**config.mk**
```make
export PLATFORM = sky130hd
export DESIGN_NAME = bin2bcd_seq
export DESIGN_NICKNAME = d
export VERILOG_FILES = /design/src/rtl/bin2bcd_seq.sv
export SDC_FILE = /design/constraint.sdc
export NUM_CORES = 1
export LEC_CHECK = 0
export CAP_MARGIN = 20
export CORE_MARGIN = 4
export CORE_UTILIZATION = 49
export DETAILED_ROUTE_END_ITERATION = 6
export GPL_TIMING_DRIVEN = 0
export HOLD_SLACK_MARGIN = 0.15
export PLACE_DENSITY = 0.73
export SETUP_SLACK_MARGIN = 0.2
export SLEW_MARGIN = 20
export SYNTH_ARGS = -nofsm -noshare
export SYNTH_HDL_FRONTEND = slang
export SYNTH_SLANG_ARGS = --single-unit
export TNS_END_PERCENT = 1
```
**constraint.sdc**
```tcl
create_clock -name clk -period 1.8 [get_ports clk]
set_input_delay 0.36 -clock clk [delete_from_list [all_inputs] [get_ports clk]]
set_output_delay 0.36 -clock clk [all_outputs]
set_load 0.05 [all_outputs]
```
**src/rtl/bin2bcd_seq.sv**
```systemverilog
// Sequential binary-to-BCD converter (shift-and-add-3), one input bit per clock.
// Produces packed BCD digits, leading-zero blank flags and an overflow flag for the HEX displays.
module bin2bcd_seq #(
   parameter int W      = 20,
   parameter int DIGITS = 6
) (
   input  logic                  clk,
   input  logic                  rst,
   input  logic                  start_in,
   input  logic [W-1:0]          bin_in,
   output logic                  busy_out,
   output logic                  done_out,
   output logic [4*DIGITS-1:0]   bcd_out,
   output logic [DIGITS-1:0]     blank_out,
   output logic                  ovf_out
);

   localparam int BW   = 4 * DIGITS;
   localparam int CW   = $clog2(W + 1);
   localparam int CMPW = ((W > BW) ? W : BW) + 1;

   // Largest value representable in DIGITS decimal digits, evaluated at elaboration.
   function automatic logic [CMPW-1:0] max_decimal();
      logic [CMPW-1:0] v;
      v = {{(CMPW-1){1'b0}}, 1'b1};
      for (int i = 0; i < DIGITS; i++) begin
         v = v * CMPW'(10);
      end
      return v - {{(CMPW-1){1'b0}}, 1'b1};
   endfunction

   localparam logic [CMPW-1:0] MAX_VAL = max_decimal();

   function automatic logic [BW-1:0] add3_all(input logic [BW-1:0] acc);
      logic [BW-1:0] r;
      logic [3:0]    nib;
      r = acc;
      for (int i = 0; i < DIGITS; i++) begin
         nib = acc[4*i +: 4];
         if (nib >= 4'd5) begin
            r[4*i +: 4] = nib + 4'd3;
         end else begin
            r[4*i +: 4] = nib;
         end
      end
      return r;
   endfunction

   // Digit i is blanked when it and every more significant digit are zero; digit 0 never is.
   function automatic logic [DIGITS-1:0] leading_blank(input logic [BW-1:0] acc);
      logic [DIGITS-1:0] b;
      logic              zero_above;
      b          = {DIGITS{1'b0}};
      zero_above = 1'b1;
      for (int i = DIGITS - 1; i > 0; i--) begin
         zero_above = zero_above & (acc[4*i +: 4] == 4'd0);
         b[i]       = zero_above;
      end
      return b;
   endfunction

   typedef enum logic [1:0] {
      IDLE = 2'd0,
      CONV = 2'd1,
      DONE = 2'd2
   } state_t;

   state_t              state_r;
   logic [W-1:0]        bin_r;
   logic [BW-1:0]       acc_r;
   logic [CW-1:0]       cnt_r;
   logic                ovf_pend_r;
   logic                busy_r;
   logic                done_r;
   logic [BW-1:0]       bcd_r;
   logic [DIGITS-1:0]   blank_r;
   logic                ovf_r;

   logic [BW-1:0]       adj_s;
   logic [BW-1:0]       acc_next_s;
   logic [W-1:0]        bin_next_s;
   logic                ovf_in_s;

   // One double-dabble step: adjust digits, then shift {acc, bin} left by one.
   always_comb begin
      adj_s      = add3_all(acc_r);
      acc_next_s = {adj_s[BW-2:0], bin_r[W-1]};
      bin_next_s = {bin_r[W-2:0], 1'b0};
      ovf_in_s   = ({{(CMPW-W){1'b0}}, bin_in} > MAX_VAL);
   end

   // Control FSM with datapath and registered outputs.
   always_ff @(posedge clk) begin
      if (rst) begin
         state_r    <= IDLE;
         bin_r      <= {W{1'b0}};
         acc_r      <= {BW{1'b0}};
         cnt_r      <= {CW{1'b0}};
         ovf_pend_r <= 1'b0;
         busy_r     <= 1'b0;
         done_r     <= 1'b0;
         bcd_r      <= {BW{1'b0}};
         blank_r    <= {DIGITS{1'b0}};
         ovf_r      <= 1'b0;
      end else begin
         case (state_r)
            IDLE: begin
               done_r <= 1'b0;
               if (start_in) begin
                  bin_r      <= bin_in;
                  acc_r      <= {BW{1'b0}};
                  cnt_r      <= CW'(W);
                  ovf_pend_r <= ovf_in_s;
                  busy_r     <= 1'b1;
                  state_r    <= CONV;
               end else begin
                  state_r <= IDLE;
               end
            end
            CONV: begin
               acc_r <= acc_next_s;
               bin_r <= bin_next_s;
               cnt_r <= cnt_r - CW'(1);
               if (cnt_r == CW'(1)) begin
                  state_r <= DONE;
                  done_r  <= 1'b1;
                  ovf_r   <= ovf_pend_r;
                  if (ovf_pend_r) begin
                     bcd_r   <= {BW{1'b1}};
                     blank_r <= {DIGITS{1'b0}};
                  end else begin
                     bcd_r   <= acc_next_s;
                     blank_r <= leading_blank(acc_next_s);
                  end
               end else begin
                  state_r <= CONV;
               end
            end
            DONE: begin
               done_r  <= 1'b0;
               busy_r  <= 1'b0;
               state_r <= IDLE;
            end
            default: begin
               done_r  <= 1'b0;
               busy_r  <= 1'b0;
               state_r <= IDLE;
            end
         endcase
      end
   end

   assign busy_out  = busy_r;
   assign done_out  = done_r;
   assign bcd_out   = bcd_r;
   assign blank_out = blank_r;
   assign ovf_out   = ovf_r;

endmodule

```
==> results of run 1 <==
per-stage QoR:
step	std cells	worst slack (ns)	hold WS, ns
6_report	635	-0.08754	0.4370
5_1_grt	635	-0.1464	0.4516
4_1_cts	632	-0.08951	0.4363
3_5_place_dp	602	-0.5824	0.4277
3_3_place_gp	602	-0.5079	0.4284
2_1_floorplan	451	0.06177	0.4255
sequential cells by signal, indices dropped and copies added (netlist names):
name,count
blank_out,5
state_r,2
busy_out,1
done_out,1
ovf_out,1
cnt_r,5
bcd_out,24
bin_r,20
ovf_pend_r,1
acc_r,24
worst paths after layout:
| check | endpoint | slack, ns | cells after the start |
|---|---|---|---|
| worst min register to register | blank_out[2] | 0.44 | 2 |
| worst min-delay path | blank_out[2] | 0.44 | 2 |
| worst max register to register | bcd_out[2] | -0.09 | 7 |
| worst max-delay path | bcd_out[2] | -0.09 | 7 |
cell families after synthesis:
| family | count (synthesis) | synth area share (%) |
|---|---|---|
| buf+inv | 41 | 4.318 |
| other cells | 1 | 0.09878 |
| xor+xnor | 8 | 1.846 |
| compound gates | 104 | 19.05 |
| simple gates | 190 | 23.40 |
| mux | 9 | 2.373 |
| fa+ha+maj | 14 | 4.614 |
| flops | 84 | 44.30 |
final cells by class:
type	instances	area (sq um)
clock buffers	12	155.1
fillers	611	2401
plain buffers	26	148.9
repair buffers	69	569.3
inverters	15	56.30
flip-flops and latches	84	1697
well taps	99	123.9
clock inverters	4	47.55
multi-input cells	326	2210
critical path: stages (launching register included):
cell     delay, ns
dfxtp_2       0.34
inv_2         0.08
ha_4          0.13
or4b_4        0.48
or3_4         0.40
buf_8         0.17
o22ai_2       0.11
nor2_1        0.05
timing repair:
| action | 4_1_cts | 5_1_grt |
|---|---|---|
| setup buffers | 13 | 2 |
| gates cloned | 1 | 1 |
| gates resized for setup | 94 | 71 |
| endpoints found under the setup margin | 103 | 107 |
| pin swaps | 18 | 7 |
cells in the final DEF, fill, tap and decap left out, types with 5 or more instances in the layout:
master            n
nand2_1          35
a21oi_2           5
buf_4            18
a211oi_1          7
nand2b_1          7
nor2_1           84
mux2i_1           8
a22oi_1           5
o22ai_2          11
clkdlybuf4s50_1  20
a2bb2oi_1        14
xnor2_1           6
clkbuf_8         11
dlygate4sd2_1     5
dfxtp_2           9
nor3b_1           8
clkbuf_2         24
clkbuf_1         14
inv_1            11
clkdlybuf4s15_1   7
o21ai_0          20
nor3_1           26
a21oi_1          14
a22o_1           14
ha_1             10
dfxtp_1          74
power by group through the flow:
stage	combinational (mW)	sequential [mW]	clock (mW)
floorplan	0.316	2.14	0
global placement	0.590	2.05	0
detailed placement	0.602	2.05	0
CTS	0.647	2.01	1.39
global route	0.726	2.03	1.48
finish	0.675	2.02	1.39
per-layer routing:
layer  vias to the layer above  part of all wire, %  track usage, %
li1                       1733                    -               -
met4                         0                  1.8           8.175
met5                         -                    0               0
met1                      1727                   43           30.20
met3                        17                  4.7           4.300
met2                        94                   50           41.63
==> metrics, run 1 <==
Clk pwr share=34.0%; Synth Net Count=488; final net count=568; Synth Register Bits=84; Internal=2.936 mW; Via Count=3571; Total GRT Usage=24.14%; setup ws final=-0.08754 ns; Max clock buf depth=2; post-detailed-route count of antenna-violating nets=0; register area share after synthesis=44.30%; Area growth syn-to-layout=31.91%; clk_skew=0.007884 ns; Setup CP Type=register to register; Post-Syn Area=3796 sq um; first-pass GRT wire length=17.02 mm; # DRC=0; # clock sinks=84; die area=9220 sq um; CTS clk-pin slew, worst paths=0.08 ns; failing checks=setup timing; Max-Cap Viols=0; sequential fraction of design power=49.4%; crit path DAT=2.12 ns; share of layout cells above drive strength 1=24.44%; Sw Share=27.96%; Yosys cell types=42; First DRT Iteration DRCs=153; post-route cell area=5007 sq um; fmax=0.5298 GHz; final WL=10.82 mm; Comb pwr share=16.6%; initial antenna violation count=0; Main synth FF type=dfxtp_1; CP Max Fanout=5; Final Power=4.076 mW; CP Data Required Time=2.03 ns; Pleak=2.051 nW; Switch Pwr=1.140 mW; # hold bufs at CTS=0; placed cell areas=4474 sq um; pin count of the biggest net entering global routing=14; status=complete, but fails checks; H-tree Lvls=3; GRT overflow=0; CTS tree=done; Synth async-reset ratio=0%; Max VDD drop=0.4892 mV; Die Ht=96.02 um; commonest cells in the synthesized netlist=nor2_1 (91), dfxtp_1 (84), nand2_1 (36); cell accounting for the most synthesized area=dfxtp_1; CTS Buf Count=9; Final period util=104.9%; top cell type's share of synthesized area=44.30%; final hold violations=0; clk root buf=clkbuf_8; r2r startpoint=cnt_r[1]; Final min period=1.888 ns; Mean Syn Cell Area=8.417 sq um; gpl congestion=0.8370; die width=96.02 um; I/O pin cnt=56; Worst setup startpoint=cnt_r[1]; core area=7408 sq um; Slew Limit Headroom=52.48%; hold path start=blank_out[2]; Mapped Cells=451; Setup TNS=-0.9969 ns; Power Dens Cells=813.9 nW/um^2; Post-synth EDFFs=0; Via density=5.624; RSZ-0062 raised after global routing=yes; synth top area cells=dfxtp_1 (44%), nor2_1 (9.0%), ha_1 (4.6%); DP Wirelength=7.099 mm; CP endpoint kind=register; CP startpoint kind=register; Slew @ Worst Pin=0.7128 ns; DR WL/cell=17.04 um; most common cell in the netlist=nor2_1; vias in the first global route=3482; yosys warns=0; final core area utilization=67.59%; first drt pass iteration count=4; # diodes=0; Cell Rows=31; final setup fails=24; fin. max-slew vios=0; Initial Utilization=51.24%; min-delay worst type=register to register; Worst-Skew Late Latency=0.36 ns; input/output buffers=52
Power figures use the tool's default switching activity.
==> inputs of run 2 (changes only) <==
--- a/config.mk
+++ b/config.mk
@@ -5,13 +5,14 @@
 export SDC_FILE = /design/constraint.sdc
 export NUM_CORES = 1
 export LEC_CHECK = 0
+export ABC_AREA = 1
 export CAP_MARGIN = 20
 export CORE_MARGIN = 4
-export CORE_UTILIZATION = 49
+export CORE_UTILIZATION = 48
 export DETAILED_ROUTE_END_ITERATION = 6
 export GPL_TIMING_DRIVEN = 0
 export HOLD_SLACK_MARGIN = 0.15
-export PLACE_DENSITY = 0.73
+export PLACE_DENSITY = 0.72
 export SETUP_SLACK_MARGIN = 0.2
 export SLEW_MARGIN = 20
 export SYNTH_ARGS = -nofsm -noshare
==> metrics, run 2 <==
pin count of the biggest net entering global routing=13 (-1); RSZ-0062 raised after global routing=yes; most frequent cells in the layout=nand2_1 (103), dfxtp_1 (79), inv_1 (51); # clock sinks=84 (unchanged); Post-Syn Area=3692 sq um (-2.7%); commonest cells in the synthesized netlist=nand2_1 (109), dfxtp_1 (84), inv_1 (61); synth top area cells=dfxtp_1 (46%), nand2_1 (11%), inv_1 (6.2%); fin cells=662 (+4.3%); CTS Buf Count=9 (unchanged); Post-Synth Simple-Gate Area=20.09% (-3.3 points); Final Power=3.848 mW (-5.6%); Adder-Cell Fraction of Synth Area=4.744% (+0.13 points); share of layout cells above drive strength 1=14.74% (-9.7 points); multiplexer area fraction after synthesis=0% (-2.4 points); post-detailed-route count of antenna-violating nets=0 (unchanged); largest family of logic cells by synthesized area=compound AO/OA/AOI/OAI gates; initial antenna violation count=0 (unchanged); CTS tree=done; worst slack at placement=-0.3317 ns (+0.2507 ns); Synth async-reset ratio=0% (unchanged); Total GRT Usage=20.86% (-3.3 points); setup ws final=0.1553 ns (+0.2429 ns); # DRC=0 (unchanged); Area growth syn-to-layout=26.47%; First DRT Iteration DRCs=172 (+12%); top cell type's share of synthesized area=45.54% (+1.2 points); Slew @ Worst Pin=0.5493 ns (-0.1635 ns); CTS clk-pin slew, worst paths=0.08 ns (about the same); Pleak=2.051 nW (about the same); Cell Rows=31 (unchanged); # hold bufs at CTS=0 (unchanged); most common cell in the netlist=nand2_1; gpl congestion=0.8731 (+4.3%); Final min period=1.645 ns (-0.2429 ns); die width=95.71 um (-0.33%); clk_skew=0.007531 ns (-0.0003528 ns); Max VDD drop=0.4477 mV (-8.5%); Synth Net Count=525 (+7.6%); xor/xnor cell area share of the yosys netlist=0.2372% (-1.6 points); final hold violations=0 (unchanged); commonest non-fill, non-tap cell in the layout=nand2_1; vias in the first global route=3213 (-7.7%); Power Dens Cells=824.0 nW/um^2 (+1.2%); Setup TNS=0 ns (+0.9969 ns); Mapped Cells=488 (+8.2%); Die Ht=95.71 um (-0.33%); Mean Syn Cell Area=7.566 sq um (-10%); CP Max Fanout=6 (+1); Synth Area in Compound Gates=20.09% (+1.0 points); Final period util=91.37% (-13 points); core area=7370 sq um (-0.52%); CP startpoint kind=register; first drt pass iteration count=7 (+3); hold slack=0.2830 ns (-0.1541 ns); Worst-Skew Late Latency=0.36 ns (about the same); Max-Cap Viols=0 (unchanged); register area share after synthesis=45.54% (+1.2 points); Slew Limit Headroom=63.38% (+11 points); min-delay worst type=primary input to register; Via Count=3536 (-0.98%); CP Data Required Time=2.09 ns (+0.06 ns); CP endpoint kind=register; DP Wirelength=6.519 mm (-8.2%); Synth Register Bits=84 (unchanged); H-tree Lvls=3 (unchanged); DR WL/cell=14.18 um (-17%); yosys warns=0 (unchanged); fmax=0.6080 GHz (+15%); die area=9159 sq um (-0.66%); Yosys cell types=31 (-26%); final setup fails=0 (-100%); post-placement cell count=640 (+6.3%); crit path DAT=1.94 ns (-0.18 ns); status=complete, no violations; cell accounting for the most synthesized area=dfxtp_1; input/output buffers=53 (+1.9%); clk root buf=clkbuf_8; final WL=9.390 mm (-13%); Max clock buf depth=2 (unchanged); Post-synth EDFFs=0 (unchanged); Setup CP Type=register to register; Main synth FF type=dfxtp_1; Initial Utilization=50.10% (-1.1 points); Via density=5.341 (-5.0%); fin. max-slew vios=0 (unchanged); I/O pin cnt=56 (unchanged); # diodes=0 (unchanged); final net count=597 (+5.1%); GRT overflow=0 (unchanged); first-pass GRT wire length=14.92 mm (-12%)
-- run 2: cell types whose count changed after synthesis, moves of 10 or more --
cell       change
nor3b_1       -10
a22o_1        -14
nor2_1        -65
a2bb2oi_1     -14
o22ai_1       +13
nand3_1       +16
inv_1         +46
nor3_1        -26
a21oi_1       +18
nand2_1       +73
o21ai_0       +20
clkbuf_1      -13
-- run 2: area by class of cell --
type,instances,area (sq um)
fillers,662,2700
multi-input cells,320,1758
flip-flops and latches,84,1688
repair buffers,61,554.3
inverters,63,240.2
clock buffers,12,155.1
well taps,99,123.9
plain buffers,21,115.1
clock inverters,2,35.03
-- run 2: final timing paths --
| check | to | start | slack [ns] | cells past startpoint |
|---|---|---|---|---|
| setup / recovery | blank_out[2] | cnt_r[1] | 0.16 | 10 |
| hold / removal | busy_out | rst | 0.28 | 2 |
| setup reg to reg | blank_out[2] | cnt_r[1] | 0.16 | 10 |
| hold reg to reg | cnt_r[0] | cnt_r[0] | 0.45 | 1 |
-- run 2: critical path, cell delays in order, from the launching register on --
cell     delay, ns
dfxtp_1       0.31
inv_2         0.07
ha_1          0.14
inv_1         0.06
nor2_4        0.11
nand3_4       0.13
nor2_4        0.20
nand3_1       0.13
nor2_2        0.17
nand3_1       0.13
a21oi_2       0.13
-- run 2: cells by family after synthesis --
family          count (synthesis)
simple gates                  173
compound gates                131
flops                          84
other cells                     1
xor+xnor                        1
fa+ha+maj                      14
buf+inv                        84
-- run 2: metrics by stage --
step	cell area [sq um]	utilization (%)
floorplan	3692	-
global placement	4347	58.98
detailed placement	4347	58.98
CTS	4518	61.31
global route	4669	63.36
finish	4669	63.36
-- run 2: power by group --
part / total (mW) / leakage, nW / switching (mW) / internal (mW)
sequential: 1.98 / 0.685 / 0.0417 / 1.93
clock: 1.35 / 0.0983 / 0.648 / 0.701
combinational: 0.524 / 1.27 / 0.339 / 0.185
-- run 2: timing repair --
action                                  CTS  global route
pin swaps                                 0            11
resized for setup                        43            42
endpoints found under the setup margin   83            80
buffers inserted                          0             8
cloned                                    0             0
-- run 2: layer usage --
metal / GRT usage [%] / vias to the layer above / share of wire [%]
li1: - / 1785 / -
met1: 28.69 / 1643 / 48
met2: 32.43 / 91 / 45
met3: 3.675 / 17 / 5.1
met4: 8.412 / 0 / 1.8
met5: 0 / - / 0
